**config.mk**
```make
export PLATFORM = sky130hd
export DESIGN_NAME = sram_arb_ctrl
export DESIGN_NICKNAME = d
export VERILOG_FILES = /design/src/rtl/sram_arb_ctrl.sv
export SDC_FILE = /design/constraint.sdc
export NUM_CORES = 1
export LEC_CHECK = 0
export ABC_AREA = 0
export ABC_CLOCK_PERIOD_IN_PS = 4800
export CAP_MARGIN = 0
export CORE_AREA = 4 4 82 84
export CTS_CLUSTER_DIAMETER = 100
export DETAILED_ROUTE_END_ITERATION = 12
export DIE_AREA = 0 0 86 88
export PLACE_DENSITY = 0.81
export SYNTH_ARGS = -nofsm -noshare
export SYNTH_HDL_FRONTEND = slang
export SYNTH_SLANG_ARGS = --single-unit
```
**constraint.sdc**
```tcl
create_clock -name clk_i -period 4.8 [get_ports clk_i]
set_input_delay 0.96 -clock clk_i [delete_from_list [all_inputs] [get_ports clk_i]]
set_output_delay 0.96 -clock clk_i [all_outputs]
set_load 0.03 [all_outputs]
```
**src/rtl/sram_arb_ctrl.sv**
```systemverilog
// sram_arb_ctrl: round-robin arbiter and sequencer sharing one single-port SRAM macro
// between NUM_REQ requesters. It provides a valid/ready request channel, a fixed 1-cycle
// response, an optional grant lock for atomic sequences, and a lock idle timeout.
module sram_arb_ctrl #(
  parameter int unsigned NUM_REQ      = 2,
  parameter int unsigned ADDR_WIDTH   = 10,
  parameter int unsigned DATA_WIDTH   = 32,
  parameter int unsigned LOCK_TIMEOUT = 16
) (
  input  logic                              clk_i,
  input  logic                              rst_n_i,
  input  logic [NUM_REQ-1:0]                req_valid_i,
  output logic [NUM_REQ-1:0]                req_ready_o,
  input  logic [NUM_REQ*ADDR_WIDTH-1:0]     req_addr_i,
  input  logic [NUM_REQ*DATA_WIDTH-1:0]     req_wdata_i,
  input  logic [NUM_REQ*(DATA_WIDTH/8)-1:0] req_mask_i,
  input  logic [NUM_REQ-1:0]                req_wren_i,
  input  logic [NUM_REQ-1:0]                req_lock_i,
  output logic [NUM_REQ-1:0]                rsp_valid_o,
  output logic [DATA_WIDTH-1:0]             rsp_rdata_o,
  output logic                              sram_cs_o,
  output logic                              sram_wren_o,
  output logic [ADDR_WIDTH-1:0]             sram_addr_o,
  output logic [DATA_WIDTH-1:0]             sram_data_o,
  output logic [DATA_WIDTH/8-1:0]           sram_mask_o,
  input  logic [DATA_WIDTH-1:0]             sram_data_i,
  output logic                              lock_active_o
);

  localparam int unsigned MaskW = DATA_WIDTH / 8;
  localparam int unsigned IdW   = (NUM_REQ > 1) ? $clog2(NUM_REQ) : 1;
  localparam int unsigned SumW  = IdW + 1;
  localparam int unsigned CntW  = $clog2(LOCK_TIMEOUT + 1);

  localparam logic [CntW-1:0] CntLast = CntW'(LOCK_TIMEOUT - 1);
  localparam logic [CntW-1:0] CntMax  = CntW'(LOCK_TIMEOUT);

  typedef enum logic [0:0] {
    StIdle,
    StLocked
  } state_e;

  state_e          r_state;
  logic [IdW-1:0]  r_rr_ptr;
  logic [IdW-1:0]  r_owner;
  logic [CntW-1:0] r_idle_cnt;
  logic            r_rsp_pend;
  logic [IdW-1:0]  r_rsp_id;
  logic            r_rsp_wr;

  logic            w_gnt_vld;
  logic [IdW-1:0]  w_gnt_id;
  logic            w_gnt_lock;
  logic            w_gnt_wren;

  // Successor of a requester index with wrap-around at NUM_REQ.
  function automatic logic [IdW-1:0] next_id(input logic [IdW-1:0] id);
    if (32'(id) == NUM_REQ - 1) begin
      return '0;
    end
    return id + 1'b1;
  endfunction

  // Pick the granted requester: fixed owner while locked, otherwise scan up from r_rr_ptr.
  always_comb begin : gnt_scan
    logic [SumW-1:0] sum;
    logic [IdW-1:0]  idx;
    w_gnt_vld = 1'b0;
    w_gnt_id  = '0;
    sum       = '0;
    idx       = '0;
    if (rst_n_i) begin
      if (r_state == StLocked) begin
        w_gnt_vld = req_valid_i[r_owner];
        w_gnt_id  = r_owner;
      end else begin
        for (int unsigned i = 0; i < NUM_REQ; i++) begin
          sum = {1'b0, r_rr_ptr} + SumW'(i);
          if (sum >= SumW'(NUM_REQ)) begin
            sum = sum - SumW'(NUM_REQ);
          end
          idx = sum[IdW-1:0];
          if (!w_gnt_vld && req_valid_i[idx]) begin
            w_gnt_vld = 1'b1;
            w_gnt_id  = idx;
          end
        end
      end
    end
  end

  // Route the granted requester's fields to the SRAM; everything is zero with no grant.
  always_comb begin
    req_ready_o = '0;
    sram_cs_o   = 1'b0;
    sram_wren_o = 1'b0;
    sram_addr_o = '0;
    sram_data_o = '0;
    sram_mask_o = '0;
    w_gnt_lock  = 1'b0;
    w_gnt_wren  = 1'b0;
    if (w_gnt_vld) begin
      req_ready_o[w_gnt_id] = 1'b1;
      w_gnt_lock  = req_lock_i[w_gnt_id];
      w_gnt_wren  = req_wren_i[w_gnt_id];
      sram_cs_o   = 1'b1;
      sram_wren_o = w_gnt_wren;
      sram_addr_o = req_addr_i[32'(w_gnt_id)*ADDR_WIDTH +: ADDR_WIDTH];
      sram_data_o = req_wdata_i[32'(w_gnt_id)*DATA_WIDTH +: DATA_WIDTH];
      sram_mask_o = req_mask_i[32'(w_gnt_id)*MaskW +: MaskW];
    end
  end

  // Arbitration state, lock tracking with idle timeout, and response pipeline.
  always_ff @(posedge clk_i) begin
    if (!rst_n_i) begin
      r_state    <= StIdle;
      r_rr_ptr   <= '0;
      r_owner    <= '0;
      r_idle_cnt <= '0;
      r_rsp_pend <= 1'b0;
      r_rsp_id   <= '0;
      r_rsp_wr   <= 1'b0;
    end else begin
      r_rsp_pend <= w_gnt_vld;
      r_rsp_id   <= w_gnt_id;
      r_rsp_wr   <= w_gnt_vld & w_gnt_wren;
      unique case (r_state)
        StIdle: begin
          if (w_gnt_vld) begin
            if (w_gnt_lock) begin
              r_state    <= StLocked;
              r_owner    <= w_gnt_id;
              r_idle_cnt <= '0;
            end else begin
              r_rr_ptr <= next_id(w_gnt_id);
            end
          end
        end
        StLocked: begin
          if (w_gnt_vld) begin
            r_idle_cnt <= '0;
            if (!w_gnt_lock) begin
              r_state  <= StIdle;
              r_rr_ptr <= next_id(r_owner);
            end
          end else if (r_idle_cnt >= CntLast) begin
            // The counter reaches LOCK_TIMEOUT on this edge, so the lock is already gone in
            // the cycle where it reads LOCK_TIMEOUT and the owner only competes normally.
            r_idle_cnt <= CntMax;
            r_state    <= StIdle;
            r_rr_ptr   <= next_id(r_owner);
          end else begin
            r_idle_cnt <= r_idle_cnt + 1'b1;
          end
        end
        default: begin
          r_state <= StIdle;
        end
      endcase
    end
  end

  // Response pulse for last cycle's handshake; write acks and idle cycles return zero data.
  always_comb begin
    rsp_valid_o = '0;
    rsp_rdata_o = '0;
    if (rst_n_i && r_rsp_pend) begin
      rsp_valid_o[r_rsp_id] = 1'b1;
      if (!r_rsp_wr) begin
        rsp_rdata_o = sram_data_i;
      end
    end
  end

  assign lock_active_o = rst_n_i && (r_state == StLocked);

endmodule

```
==> impl_metrics.env <==
export IMPL_status="finished, final reports clean"
export IMPL_die_area_mm2=0.00757
export IMPL_synth_area_leaders="a22o_1, dfxtp_1, and2_1"
export IMPL_layout_common_cells="clkdlybuf4s50_1, a22o_1, and2_1"
export IMPL_tightest_slew_ns=0.569
export IMPL_diodes=0
export IMPL_fmax_mhz=231
export IMPL_hold_start="r_rr_ptr"
export IMPL_hp_class="register to register"
export IMPL_cp_max_fo=32
export IMPL_leakagePower_nw=1.35
export IMPL_yosys_area_top_type_share=0.337
export IMPL_cts_setup_buffers=0
export IMPL_syn_area_per_cell_um2=8.07
export IMPL_die_x_um=86
export IMPL_drt_pass1_iterations=4
export IMPL_whs_endpoint="r_rr_ptr"
export IMPL_cts_buffers=3
export IMPL_clock_path_buffers=2
export IMPL_p_per_area_mw_per_mm2=158
export IMPL_worstSetupStartpointType="primary input"
export IMPL_post_route_drc_count=0
export IMPL_final_area_mm2=0.00352
export IMPL_htreeDepth=1
export IMPL_hpwl_mm=6.37
export IMPL_synth_edf_count=0
export IMPL_core_rowCount=28
export IMPL_async_reset_ff_frac=0
export IMPL_critical_path_class="primary input to output port"
export IMPL_postSynthCellCount=158
export IMPL_cp_required_ns=3.84
export IMPL_antenna_found_initial=0
export IMPL_grt_pass1_vias=1893
export IMPL_synthFlopType="dfxtp_1"
export IMPL_skew_ns=0.00147
export IMPL_setup_tns_final_ns=0
export IMPL_finalSetupViolations=0
export IMPL_viasPerCell=4.60
export IMPL_min_period_ns=4.32
export IMPL_syn_area_mm2=0.00127
export IMPL_synth_cell_types=33
export IMPL_yosysSeqAreaShare=0.173
export IMPL_hold_viol_final=0
export IMPL_ir_worst_vdd_mv=0.102
export IMPL_nNetsFinal=499
export IMPL_grt_ovfl_total=0
export IMPL_core_area_mm2=0.00592
export IMPL_fin_crit_sh=0.900
export IMPL_synth_area_leader_cell="a22o_1"
export IMPL_numClockSinks=11
export IMPL_syn2layout_area_growth_pct=176
export IMPL_mostFrequentLayoutCell="clkdlybuf4s50_1"
export IMPL_drt_initial_drc_count=49
export IMPL_clockRootBuffer="clkbuf_8"
export IMPL_wl_mm=7.63
export IMPL_die_y_um=88
export IMPL_max_slew_margin=0.621
export IMPL_layout_drive_gt1_share=0.0302
export IMPL_port_buffers=216
export IMPL_wl_per_cell_um=17.4
export IMPL_r2r_start="r_state"
export IMPL_cts_tree="done"
export IMPL_ant_nets=0
export IMPL_synth_seq_cells=11
export IMPL_start_util=0.215
export IMPL_r2r_slack_ns=2.80
export IMPL_postCtsHoldBufs=0
export IMPL_hold_path_depth=2
export IMPL_drv_slew=0
export IMPL_clock_latency_ns=0.24
export IMPL_post_cts_resize_count=0
export IMPL_pin_count=217
export IMPL_grt_first_pass_wirelength_mm=10.5
export IMPL_rsz0062_at_grt="no"
export IMPL_timing_rr_end="r_idle_cnt[2]"
export IMPL_maxCapViolations=0
export IMPL_grt_usage=0.178
export IMPL_syn_num_nets=292
export IMPL_vias=2020
export IMPL_placed_area_mm2=0.00348
export IMPL_place_congestion=0.859
export IMPL_ys_warn_count=0
export IMPL_grt_max_degree=52
export IMPL_path_clk_slew_ns=0.05
export IMPL_reg2reg_depth=5
export IMPL_cp_arrival_ns=3.36
export IMPL_worstSetupEndpointType="output port"
[registers in the layout (all words and copies together), names as in the netlist]
register / count
r_rsp_id: 1
r_rsp_pend: 1
r_idle_cnt: 5
r_state: 1
r_owner: 1
r_rsp_wr: 1
r_rr_ptr: 1
[worst max path at each step]
stage / to / depth (start not counted) / from / slack [ns]
after global placement: sram_data_o[31] / 5 / rst_n_i / 0.58
after detailed placement: sram_data_o[31] / 5 / rst_n_i / 0.52
after global routing: sram_data_o[31] / 5 / rst_n_i / 0.41
after floorplan: sram_data_o[12] / 5 / req_valid_i[0] / 1.79
final: sram_data_o[31] / 5 / rst_n_i / 0.48
after CTS: sram_data_o[31] / 5 / rst_n_i / 0.50
[synthesized netlist by cell type, types with 2 or more instances]
cell type	number
buf_6	2
a21oi_1	2
inv_1	3
a22o_1	49
nand3b_1	2
clkbuf_1	7
nand2_1	6
o21ai_1	2
o211ai_1	2
and2_1	34
nand2b_1	3
dfxtp_1	11
nor2_1	4
o21ai_0	4
buf_2	7
and3_1	2
ha_1	2
[metrics by stage]
stage | std cells | setup WS, ns | util | hold slack (ns) | total power, mW
floorplan | 158 | 1.79 | - | 0.446 | 0.263
global placement | 435 | 0.581 | 0.587 | 0.465 | 0.461
detailed placement | 435 | 0.523 | 0.587 | 0.481 | 0.464
CTS | 439 | 0.504 | 0.595 | 0.488 | 0.558
global route | 439 | 0.405 | 0.595 | 0.509 | 0.582
finish | 439 | 0.478 | 0.595 | 0.483 | 0.555
[layout make-up]
| cell class | count | area, µm² |
|---|---|---|
| inverters | 3 | 11.3 |
| flip-flops and latches | 11 | 220 |
| multi-input cells | 128 | 961 |
| clock buffers | 4 | 45.0 |
| well taps | 75 | 93.8 |
| repair buffers | 218 | 2190 |
| fillers | 532 | 2400 |
[critical path, stage by stage]
cell and delay [ns]:
clkdlybuf4s50_1 0.71, o2111a_2 0.56, buf_12 0.25, a22o_1 0.16, clkdlybuf4s50_1 0.71
[cells by family after synthesis]
| group | Yosys count | share of synthesized area |
|---|---|---|
| compound gates | 67 | 0.449 |
| buf+inv | 19 | 0.0746 |
| simple gates | 58 | 0.276 |
| flops | 11 | 0.173 |
| mux | 1 | 0.00785 |
| fa+ha+maj | 2 | 0.0196 |
[per-layer routing]
| metal | share of wire | GRT usage | routed length [µm] | up-vias |
|---|---|---|---|---|
| li1 | - | - | - | 1008 |
| met1 | 0.38 | 0.210 | 2930 | 896 |
| met2 | 0.53 | 0.334 | 4010 | 111 |
| met3 | 0.082 | 0.0320 | 623 | 5 |
| met4 | 0.0075 | 0.0388 | 57 | 0 |
| met5 | 0 | 0 | 0 | - |
[report_power, final]
part | switching (mW) | internal [mW]
Clock | 0.0354 | 0.0584
Sequential | 0.00416 | 0.0956
Combinational | 0.162 | 0.199
Total | 0.202 | 0.353
No activity file was read; power rests on OpenSTA's default activity.
